==> src/rtl/tetris_pkg.sv <==
// Shared Tetris definitions: move commands and move-packet framing helpers.
package tetris_pkg;

    typedef enum logic [1:0] {
        CMD_LEFT   = 2'd0,
        CMD_RIGHT  = 2'd1,
        CMD_DOWN   = 2'd2,
        CMD_ROTATE = 2'd3
    } command_t;

    localparam int unsigned MOVE_PKT_CMD_LSB    = 0;
    localparam int unsigned MOVE_PKT_PIECE_LSB  = 2;
    localparam int unsigned MOVE_PKT_VALID_BIT  = 5;
    localparam int unsigned MOVE_PKT_PARITY_BIT = 7;

    localparam logic [2:0] PIECE_CODE_ALIAS = 3'd7;
    localparam logic [2:0] PIECE_HERO       = 3'd0;

    // Frame one move request; piece code 7 aliases to HERO, bit 7 makes the byte even parity.
    function automatic logic [7:0] encode_move_pkt(command_t cmd, logic [2:0] piece, logic move_valid);
        logic [7:0] pkt;
        logic [2:0] pc;
        pc  = (piece == PIECE_CODE_ALIAS) ? PIECE_HERO : piece;
        pkt = 8'h00;
        pkt[MOVE_PKT_CMD_LSB +: 2]   = cmd;
        pkt[MOVE_PKT_PIECE_LSB +: 3] = pc;
        pkt[MOVE_PKT_VALID_BIT]      = move_valid;
        pkt[MOVE_PKT_PARITY_BIT]     = ^pkt[6:0];
        return pkt;
    endfunction

    // Receiver-side check: a well-formed packet XORs to zero.
    function automatic logic move_pkt_parity_ok(logic [7:0] pkt);
        return ~(^pkt);
    endfunction

endpackage

==> src/rtl/sync_fifo.sv <==
// Single-clock first-word-fall-through FIFO; push while full is accepted when a pop happens in the same cycle.
module sync_fifo #(
    parameter int unsigned WIDTH = 8,
    parameter int unsigned DEPTH = 8
) (
    input  logic                           game_clk,
    input  logic                           reset_n,
    input  logic                           push,
    input  logic                           pop,
    input  logic [WIDTH-1:0]               wdata,
    output logic [WIDTH-1:0]               rdata,
    output logic                           empty,
    output logic                           full,
    output logic [$clog2(DEPTH+1)-1:0]     count
);

    localparam int unsigned AW = (DEPTH > 1) ? $clog2(DEPTH) : 1;
    localparam int unsigned CW = $clog2(DEPTH + 1);

    logic [WIDTH-1:0] mem_q [DEPTH];
    logic [AW-1:0]    wr_ptr_q, wr_ptr_d;
    logic [AW-1:0]    rd_ptr_q, rd_ptr_d;
    logic [CW-1:0]    count_q, count_d;
    logic             full_q, full_d;
    logic             do_push_c;
    logic             do_pop_c;

    assign empty     = (count_q == '0);
    assign do_pop_c  = pop && !empty;
    assign do_push_c = push && (!full_q || do_pop_c);
    assign rdata     = mem_q[rd_ptr_q];
    assign full      = full_q;
    assign count     = count_q;

    // Pointer and occupancy next-state.
    always_comb begin
        wr_ptr_d = wr_ptr_q;
        rd_ptr_d = rd_ptr_q;
        count_d  = count_q;
        if (do_push_c) begin
            wr_ptr_d = wr_ptr_q + AW'(1);
        end
        if (do_pop_c) begin
            rd_ptr_d = rd_ptr_q + AW'(1);
        end
        case ({do_push_c, do_pop_c})
            2'b10:   count_d = count_q + CW'(1);
            2'b01:   count_d = count_q - CW'(1);
            default: count_d = count_q;
        endcase
        full_d = (count_d == CW'(DEPTH));
    end

    // Pointer and occupancy registers.
    always_ff @(posedge game_clk) begin
        if (!reset_n) begin
            wr_ptr_q <= '0;
            rd_ptr_q <= '0;
            count_q  <= '0;
            full_q   <= 1'b0;
        end else begin
            wr_ptr_q <= wr_ptr_d;
            rd_ptr_q <= rd_ptr_d;
            count_q  <= count_d;
            full_q   <= full_d;
        end
    end

    // Storage array; contents need no reset since occupancy gates every read.
    always_ff @(posedge game_clk) begin
        if (do_push_c) begin
            mem_q[wr_ptr_q] <= wdata;
        end
    end

endmodule

==> src/rtl/move_packet_tx.sv <==
// Frames queued move requests into 8-bit packets and presents them with a level valid/clear handshake.
module move_packet_tx
    import tetris_pkg::*;
#(
    parameter int unsigned FIFO_DEPTH = 8,
    parameter int unsigned GAP_CYCLES = 2
) (
    input  logic                              game_clk,
    input  logic                              reset_n,
    input  logic                              push,
    input  logic [1:0]                        cmd_in,
    input  logic [2:0]                        piece_in,
    input  logic                              move_valid_in,
    output logic                              full,
    output logic [$clog2(FIFO_DEPTH+1)-1:0]   count,
    output logic [7:0]                        data,
    output logic                              data_valid,
    input  logic                              clear,
    output logic [7:0]                        drop_count
);

    localparam int unsigned GAP_W = (GAP_CYCLES > 0) ? $clog2(GAP_CYCLES + 1) : 1;

    typedef enum logic [1:0] {
        ST_IDLE    = 2'd0,
        ST_PRESENT = 2'd1,
        ST_RELEASE = 2'd2,
        ST_GAP     = 2'd3
    } state_t;

    state_t           state_q, state_d;
    logic [7:0]       data_q, data_d;
    logic             data_valid_q, data_valid_d;
    logic [GAP_W-1:0] gap_q, gap_d;
    logic [7:0]       drop_q, drop_d;
    logic [7:0]       pkt_c;
    logic [7:0]       fifo_rdata;
    logic             fifo_empty;
    logic             fifo_full;
    logic             pop_c;

    assign pkt_c = encode_move_pkt(command_t'(cmd_in), piece_in, move_valid_in);

    sync_fifo #(
        .WIDTH (8),
        .DEPTH (FIFO_DEPTH)
    ) u_fifo (
        .game_clk (game_clk),
        .reset_n  (reset_n),
        .push     (push),
        .pop      (pop_c),
        .wdata    (pkt_c),
        .rdata    (fifo_rdata),
        .empty    (fifo_empty),
        .full     (fifo_full),
        .count    (count)
    );

    assign full       = fifo_full;
    assign data       = data_q;
    assign data_valid = data_valid_q;
    assign drop_count = drop_q;

    // State register.
    always_ff @(posedge game_clk) begin
        if (!reset_n) begin
            state_q <= ST_IDLE;
        end else begin
            state_q <= state_d;
        end
    end

    // Next-state logic.
    always_comb begin
        state_d = state_q;
        case (state_q)
            ST_IDLE: begin
                if (!fifo_empty) begin
                    state_d = ST_PRESENT;
                end
            end
            ST_PRESENT: begin
                if (clear) begin
                    state_d = ST_RELEASE;
                end
            end
            ST_RELEASE: begin
                if (!clear) begin
                    state_d = (GAP_CYCLES == 0) ? ST_IDLE : ST_GAP;
                end
            end
            ST_GAP: begin
                if (gap_q <= GAP_W'(1)) begin
                    state_d = ST_IDLE;
                end
            end
            default: state_d = ST_IDLE;
        endcase
    end

    // Datapath controls: pop, packet latch, valid, gap counter, drop counter.
    always_comb begin
        pop_c        = 1'b0;
        data_d       = data_q;
        data_valid_d = data_valid_q;
        gap_d        = gap_q;
        drop_d       = drop_q;
        case (state_q)
            ST_IDLE: begin
                if (!fifo_empty) begin
                    pop_c        = 1'b1;
                    data_d       = fifo_rdata;
                    data_valid_d = 1'b1;
                end
            end
            ST_PRESENT: begin
                if (clear) begin
                    data_valid_d = 1'b0;
                end
            end
            ST_RELEASE: begin
                if (!clear) begin
                    gap_d = GAP_W'(GAP_CYCLES);
                end
            end
            ST_GAP: begin
                if (gap_q != '0) begin
                    gap_d = gap_q - GAP_W'(1);
                end
            end
            default: begin
                data_valid_d = 1'b0;
            end
        endcase
        if (push && fifo_full && !pop_c && (drop_q != 8'hFF)) begin
            drop_d = drop_q + 8'd1;
        end
    end

    // Output and counter registers.
    always_ff @(posedge game_clk) begin
        if (!reset_n) begin
            data_q       <= 8'h00;
            data_valid_q <= 1'b0;
            gap_q        <= '0;
            drop_q       <= 8'h00;
        end else begin
            data_q       <= data_d;
            data_valid_q <= data_valid_d;
            gap_q        <= gap_d;
            drop_q       <= drop_d;
        end
    end

endmodule

==> config.mk <==
export PLATFORM = sky130hd
export DESIGN_NAME = move_packet_tx
export DESIGN_NICKNAME = d
export VERILOG_FILES = /design/src/rtl/tetris_pkg.sv /design/src/rtl/sync_fifo.sv /design/src/rtl/move_packet_tx.sv
export SDC_FILE = /design/constraint.sdc
export NUM_CORES = 1
export LEC_CHECK = 0
export ABC_CLOCK_PERIOD_IN_PS = 5700
export BUFFER_PORTS_ARGS = -buffer_cell sky130_fd_sc_hd__clkbuf_2
export CAP_MARGIN = 20
export CELL_PAD_IN_SITES_DETAIL_PLACEMENT = 0
export CELL_PAD_IN_SITES_GLOBAL_PLACEMENT = 1
export CORE_MARGIN = 8
export CORE_UTILIZATION = 40
export DETAILED_ROUTE_END_ITERATION = 12
export PLACE_DENSITY_LB_ADDON = 0.1
export SYNTH_ARGS = -nofsm -noshare
export SYNTH_HDL_FRONTEND = slang
export SYNTH_SLANG_ARGS = --single-unit
==> constraint.sdc <==
create_clock -name game_clk -period 5.7 [get_ports game_clk]
set_clock_uncertainty 0.1 [all_clocks]
set_input_delay 1.14 -clock game_clk [delete_from_list [all_inputs] [get_ports game_clk]]
set_output_delay 1.14 -clock game_clk [all_outputs]
set_load 0.01 [all_outputs]
==> results of run 1 <==
cell type report:
class / instances / area (um2)
flip-flops and latches: 87 / 2300
well taps: 129 / 161
fillers: 824 / 4940
repair buffers: 36 / 215
inverters: 11 / 41.3
clock inverters: 5 / 38.8
clock buffers: 11 / 151
multi-input cells: 174 / 1390
sequential cells by signal, indices dropped and copies added (netlist names):
signal / flops
u_fifo.wr_ptr_q: 3
drop_count: 8
data: 7
data_valid: 1
u_fifo.full: 1
gap_q: 2
u_fifo.mem_q: 56
state_q: 2
u_fifo.rd_ptr_q: 3
u_fifo.count: 4
worst reg2reg max path: stages, from the launching register on:
cell and delay, ps:
dfxtp_1 350, inv_1 110, ha_1 250, o41ai_4 140, a21boi_0 500, inv_1 230
ha_1 320, xor2_1 200, ha_1 210, a21oi_1 160, mux2i_1 230, xnor2_1 100
a2111oi_1 360
where the power goes:
part	total (mW)	internal, mW	switching (mW)
Sequential	0.820	0.744	0.0758
Combinational	0.521	0.236	0.285
Clock	0.413	0.186	0.227
logic make-up (layout without fill, tap and decap cells):
group | after synthesis | in the layout
AOI/OAI and AO/OA | 51 | 51
muxes | 20 | 20
xor gates and xnor gates | 11 | 11
and+or+nand+nor | 77 | 77
adders and majority gates | 14 | 14
DFF | 87 | 87
buffers and inverters | 23 | 63
other | 1 | 1
worst paths after layout:
check / slack (ps) / to / depth (start not counted)
worst max-delay path: 2300 / u_fifo.full$_SDFF_PN0_ / 10
worst min-delay path: 390 / drop_count[5]$_SDFFE_PN0P_ / 2
worst max register to register: 2350 / u_fifo.full$_SDFF_PN0_ / 12
worst min register to register: 390 / drop_count[5]$_SDFFE_PN0P_ / 2
metrics by stage:
| step | hold slack, ps | worst slack (ps) | instance area [um2] | utilization [%] | total power [mW] |
|---|---|---|---|---|---|
| 6_report | 394 | 2300 | 4300 | 46.5 | 1.75 |
| 5_1_grt | 421 | 1970 | 4300 | 46.5 | 1.87 |
| 3_3_place_gp | 372 | 2020 | 4080 | 44.2 | 1.35 |
| 4_1_cts | 397 | 2330 | 4270 | 46.2 | 1.76 |
| 3_5_place_dp | 383 | 1970 | 4080 | 44.2 | 1.35 |
| 2_1_floorplan | 392 | 2380 | 3790 | - | 1.21 |
routing by layer:
layer / vias to the layer above / global-route usage (%) / wire (um) / part of all wire (%)
li1: 1137 / - / - / -
met1: 1114 / 15.8 / 3580 / 47
met2: 53 / 20.1 / 3490 / 46
met3: 5 / 4.23 / 495 / 6.5
met4: 0 / 3.20 / 70 / 0.92
met5: - / 0 / 0 / 0
cell usage in the layout, fill, tap and decap left out, types with 2 or more instances in the layout:
master	netlist	layout
inv_6	0	2
clkbuf_2	0	30
mux4_2	14	14
a21oi_1	12	12
o31ai_1	5	5
mux2i_1	5	5
nor2b_1	2	2
dfxtp_1	31	31
ha_1	14	14
a21boi_0	3	3
clkbuf_8	0	11
o22ai_1	8	8
buf_4	1	5
nor4_1	5	5
clkinvlp_4	0	2
and4_1	2	2
nor3_1	4	4
xnor2_1	8	8
o41ai_1	2	2
or4_1	3	3
nand2_1	17	17
inv_1	10	10
and2_1	2	2
a211oi_1	3	3
nor2_1	26	26
nand3_1	4	4
nand2b_1	5	5
o21ai_0	11	11
xor2_1	3	3
edfxtp_1	56	56
==> flow_summary.ini, run 1 <==
[floorplan]
dieArea_mm2 = 0.0129
die_w_um = 113
coreArea_mm2 = 0.00924
rows = 35
io_pins = 32
fp.dieH_um = 113
start_util_pct = 41.0

[synth]
synth-simple-area-share_pct = 10.2
synth_cells = 284
yosysUniqueCellTypes = 46
synthAdderAreaFrac_pct = 4.62
seq_area_frac_synth_pct = 60.7
synth_edf_count = 56
avgSynthCellArea_um2 = 13.4
muxShareOfSynthArea_pct = 9.93
synthArstFlopShare_pct = 0
synth_ff_type = edfxtp_1
synth_common_cells = edfxtp_1, dfxtp_1, nor2_1, nand2_1
yosysTopAreaCellShare_pct = 44.3
synth_seq_cells = 87
synth_top_area_cell = edfxtp_1
syn_area_mm2 = 0.00379
yosysWarnings = 0
synth_area_leaders = edfxtp_1, dfxtp_1, mux4_2
synth_compound_area_share_pct = 9.20
synth_top_family_by_area = simple AND/OR/NAND/NOR gates
syn_nets = 308
synth.most_common_cell = edfxtp_1
synth-xor-area-share_pct = 2.54

[global_route]
grt_pass1_vias = 2331
grt_pass1_wl_mm = 12.2
grtUsageTotal_pct = 12.5
grt_max_degree = 20
antenna_found_initial = 0
gr-total-overflow = 0

[timing]
setup_viol = 0
drv_slew = 0
tns_ps = 0
rsz0062_at_grt = no
finalHoldViolCount = 0
worst_pin_slew_ps = 861
slew_headroom_pct = 42.4
period_share_pct = 59.6
min_period_ps = 3400
max_freq_mhz = 294

[layout]
fin_cells = 453
area_growth_pct = 13.4
drive_gt1_share_pct = 21.9
num-nets-final = 343
diodes = 0

[clock_network]
cts-root-buf = clkbuf_8
cts.path.max_buffers = 2
cts-buffers-inserted = 9
htree_levels = 3
cts_tree = yes
hold_buffers = 0
cts_resized = 0
cts_sinks = 87
insertion_delay_ps = 350
clkSlewWorstSetupHoldPaths_ps = 90
post_cts_buffers = 0

[setup_path]
cp_max_fo = 6
startpoint = push
worstSetupEndpointType = flop
cpMaxStageDelayCell = a21boi_0
r2r_start = state_q[0]$_SDFFE_PN0P_
critPathKind = in -> reg
critical-path-max-stage-delay_ps = 470
path_buf_inv = 2
start_kind = input pin
cp_top_family = compound AO/OA/AOI/OAI gates
crit_required_ps = 5830
crit_arrival_ps = 3530
cp_common_cell = ha_1
cp_cell_sequence = clkbuf_2 -> a21boi_0 -> inv_1 -> ha_1 -> xor2_1 -> ha_1 -> a21oi_1 -> mux2i_1 -> xnor2_1 -> a2111oi_1

[route]
ant_nets = 0
drt_iter0_markers = 190
via_per_inst = 5.10
vias = 2309
wl_per_cell_um = 16.8
drt-total-wl_mm = 7.63
drtPass1Iterations = 4
drc = 0

[placed_design]
numPortBuffers = 30
hpwlAfterDp_mm = 5.08
gp_congestion = 0.716
placedCellCount = 436

[run]
maxCapViolCount = 0

[worst_hold_path]
hp-class = reg -> reg
hold_start = drop_count[5]$_SDFFE_PN0P_

[power]
power_density_mw_per_mm2 = 408
leakage_nw = 1.50
ir_worst_vdd_mv = 0.242

[run_status]
status = finished, final reports clean
Power figures use the tool's default switching activity.
==> run 2: changes to the inputs <==
--- a/config.mk
+++ b/config.mk
@@ -5,7 +5,7 @@
 export SDC_FILE = /design/constraint.sdc
 export NUM_CORES = 1
 export LEC_CHECK = 0
-export ABC_CLOCK_PERIOD_IN_PS = 5700
+export ABC_CLOCK_PERIOD_IN_PS = 3200
 export BUFFER_PORTS_ARGS = -buffer_cell sky130_fd_sc_hd__clkbuf_2
 export CAP_MARGIN = 20
 export CELL_PAD_IN_SITES_DETAIL_PLACEMENT = 0
==> constraint.sdc (replaced) <==
create_clock -name game_clk -period 3.2 [get_ports game_clk]
set_clock_uncertainty 0.1 [all_clocks]
set_input_delay 0.64 -clock game_clk [delete_from_list [all_inputs] [get_ports game_clk]]
set_output_delay 0.64 -clock game_clk [all_outputs]
set_load 0.01 [all_outputs]
==> run 2 against run 1 <==
  * Worst setup slack lost 2000 ps
  * Via count grew 5.0%
  * Sequential power increased by 74%
  * Routed wire length grew 5.1%
  * Worst hold slack got worse by 5.5 ps
  * Power rose by 85%
  * Cell count up 2.0%
  * Register-to-register slack worse by 2000 ps
  * Flip-flop and latch count stayed put
==> flow_summary.ini, run 2 (synthesis results as in run 1) <==
[worst_hold_path]
hp-class = reg -> reg
hold_start = drop_count[5]$_SDFFE_PN0P_

[run_status]
status = finished, final reports clean

[power]
sw_frac_of_total_pct = 33.6
leakage_nw = 1.55
power_frac_comb_pct = 31.2
totalPowerFinal_mw = 3.24
power.switching_mw = 1.09
power_density_mw_per_mm2 = 742
internal_power_mw = 2.15
ir_worst_vdd_mv = 0.362
p_seq_share_pct = 44.1
pwr-share-clk_pct = 24.7

[setup_path]
start_kind = flop
cp_max_fo = 6
cpMaxStageDelayCell = dfxtp_1
cp_common_cell = ha_1
critPathKind = reg -> reg
path_buf_inv = 2
cp_cell_sequence = inv_1 -> ha_1 -> o41ai_4 -> a21boi_1 -> inv_1 -> ha_1 -> xor2_1 -> ha_1 -> a21oi_1 -> mux2i_1 -> xnor2_1 -> a2111oi_1
startpoint = state_q[0]$_SDFFE_PN0P_
r2r_start = state_q[0]$_SDFFE_PN0P_
crit_required_ps = 3340
crit_arrival_ps = 3000
worstSetupEndpointType = flop
critical-path-max-stage-delay_ps = 350
cp_top_family = compound AO/OA/AOI/OAI gates

[clock_network]
cts.path.max_buffers = 2
cts-root-buf = clkbuf_8
cts-buffers-inserted = 9
clkSlewWorstSetupHoldPaths_ps = 90
hold_buffers = 0
htree_levels = 3
cts_sinks = 87
insertion_delay_ps = 350
cts_tree = yes

[layout]
fin_cells = 462
num-nets-final = 352
largest_register_ff_count = 56
final_design_area_no_fill_mm2 = 0.00436
final_cell_mix = edfxtp_1, dfxtp_1, clkbuf_2
final_common_cell = edfxtp_1
regMostFlops = u_fifo.mem_q
utilization_pct = 47.2
area_growth_pct = 15.0
drive_gt1_share_pct = 23.7
diodes = 0

[route]
drt-total-wl_mm = 8.02
vias = 2424
via_per_inst = 5.25
drc = 0
wl_per_cell_um = 17.4
drtPass1Iterations = 4
ant_nets = 0
drt_iter0_markers = 100

[global_route]
grt_pass1_vias = 2420
gr-total-overflow = 0
grt_max_degree = 20
grt_pass1_wl_mm = 13.0
antenna_found_initial = 0
grtUsageTotal_pct = 13.2

[floorplan]
rows = 35
io_pins = 32
dieArea_mm2 = 0.0129
coreArea_mm2 = 0.00924
die_w_um = 113
fp.dieH_um = 113
start_util_pct = 41.0

[placed_design]
numPortBuffers = 30
post-place-ws_ps = 206
hpwlAfterDp_mm = 5.32
placed_cell_area_mm2 = 0.00416
placedCellCount = 446
gp_congestion = 0.744

[timing]
worst_pin_slew_ps = 880
min_period_ps = 2850
period_share_pct = 89.2
setup_viol = 0
whs_ps = 388
fin_ws_ps = 345
finalHoldViolCount = 0
rsz0062_at_grt = no
slew_headroom_pct = 40.8
max_freq_mhz = 350
tns_ps = 0
drv_slew = 0

[run]
maxCapViolCount = 0
run 2: cell count changes in the layout (fill, tap and decap cells not counted):
cell / before / now
buf_16: 1 / 0
bufinv_16: 0 / 1
clkinvlp_4: 2 / 1
buf_4: 5 / 15
clkbuf_1: 0 / 1
inv_8: 0 / 2
clkbuf_8: 11 / 9
clkinv_4: 0 / 1
a21boi_0: 3 / 2
inv_6: 2 / 1
a21boi_1: 0 / 1
inv_4: 1 / 0
run 2: cell type report:
| type | count | area (um2) |
|---|---|---|
| clock buffer | 10 | 128 |
| clock inverter | 6 | 77.6 |
| fill | 864 | 4880 |
| inverter | 11 | 41.3 |
| multi-input combinational | 174 | 1390 |
| sequential | 87 | 2300 |
| tap | 129 | 161 |
| timing repair buffer | 45 | 263 |
run 2: per-layer routing:
metal	vias to the layer above	track usage, %	wire (um)
met2	43	20.0	3670
met1	1218	17.8	3930
met4	0	4.80	84
met5	-	0	0
met3	6	3.38	335
li1	1157	-	-
run 2: timing repair:
action,4_1_cts,5_1_grt
gates resized for setup,0,1
endpoints found under the setup margin,0,1
setup buffers,0,0
run 2: worst paths after layout:
path | endpoint | slack [ps] | depth (start not counted)
worst max-delay path | u_fifo.full$_SDFF_PN0_ | 350 | 12
worst min-delay path | drop_count[5]$_SDFFE_PN0P_ | 390 | 2
worst max register to register | u_fifo.full$_SDFF_PN0_ | 350 | 12
worst min register to register | drop_count[5]$_SDFFE_PN0P_ | 390 | 2
run 2: power by group through the flow:
stage / sequential [mW] / combinational [mW] / clock [mW]
2_1_floorplan: 1.46 / 0.696 / 0
3_3_place_gp: 1.45 / 1.02 / 0
3_5_place_dp: 1.46 / 1.02 / 0
4_1_cts: 1.43 / 1.02 / 0.825
5_1_grt: 1.45 / 1.14 / 0.869
6_report: 1.43 / 1.01 / 0.800
run 2: worst min-delay path, cell delays in order (launching register included):
cell     delay (ps)
dfxtp_1         340
nand2_1          60
mux2i_1          50
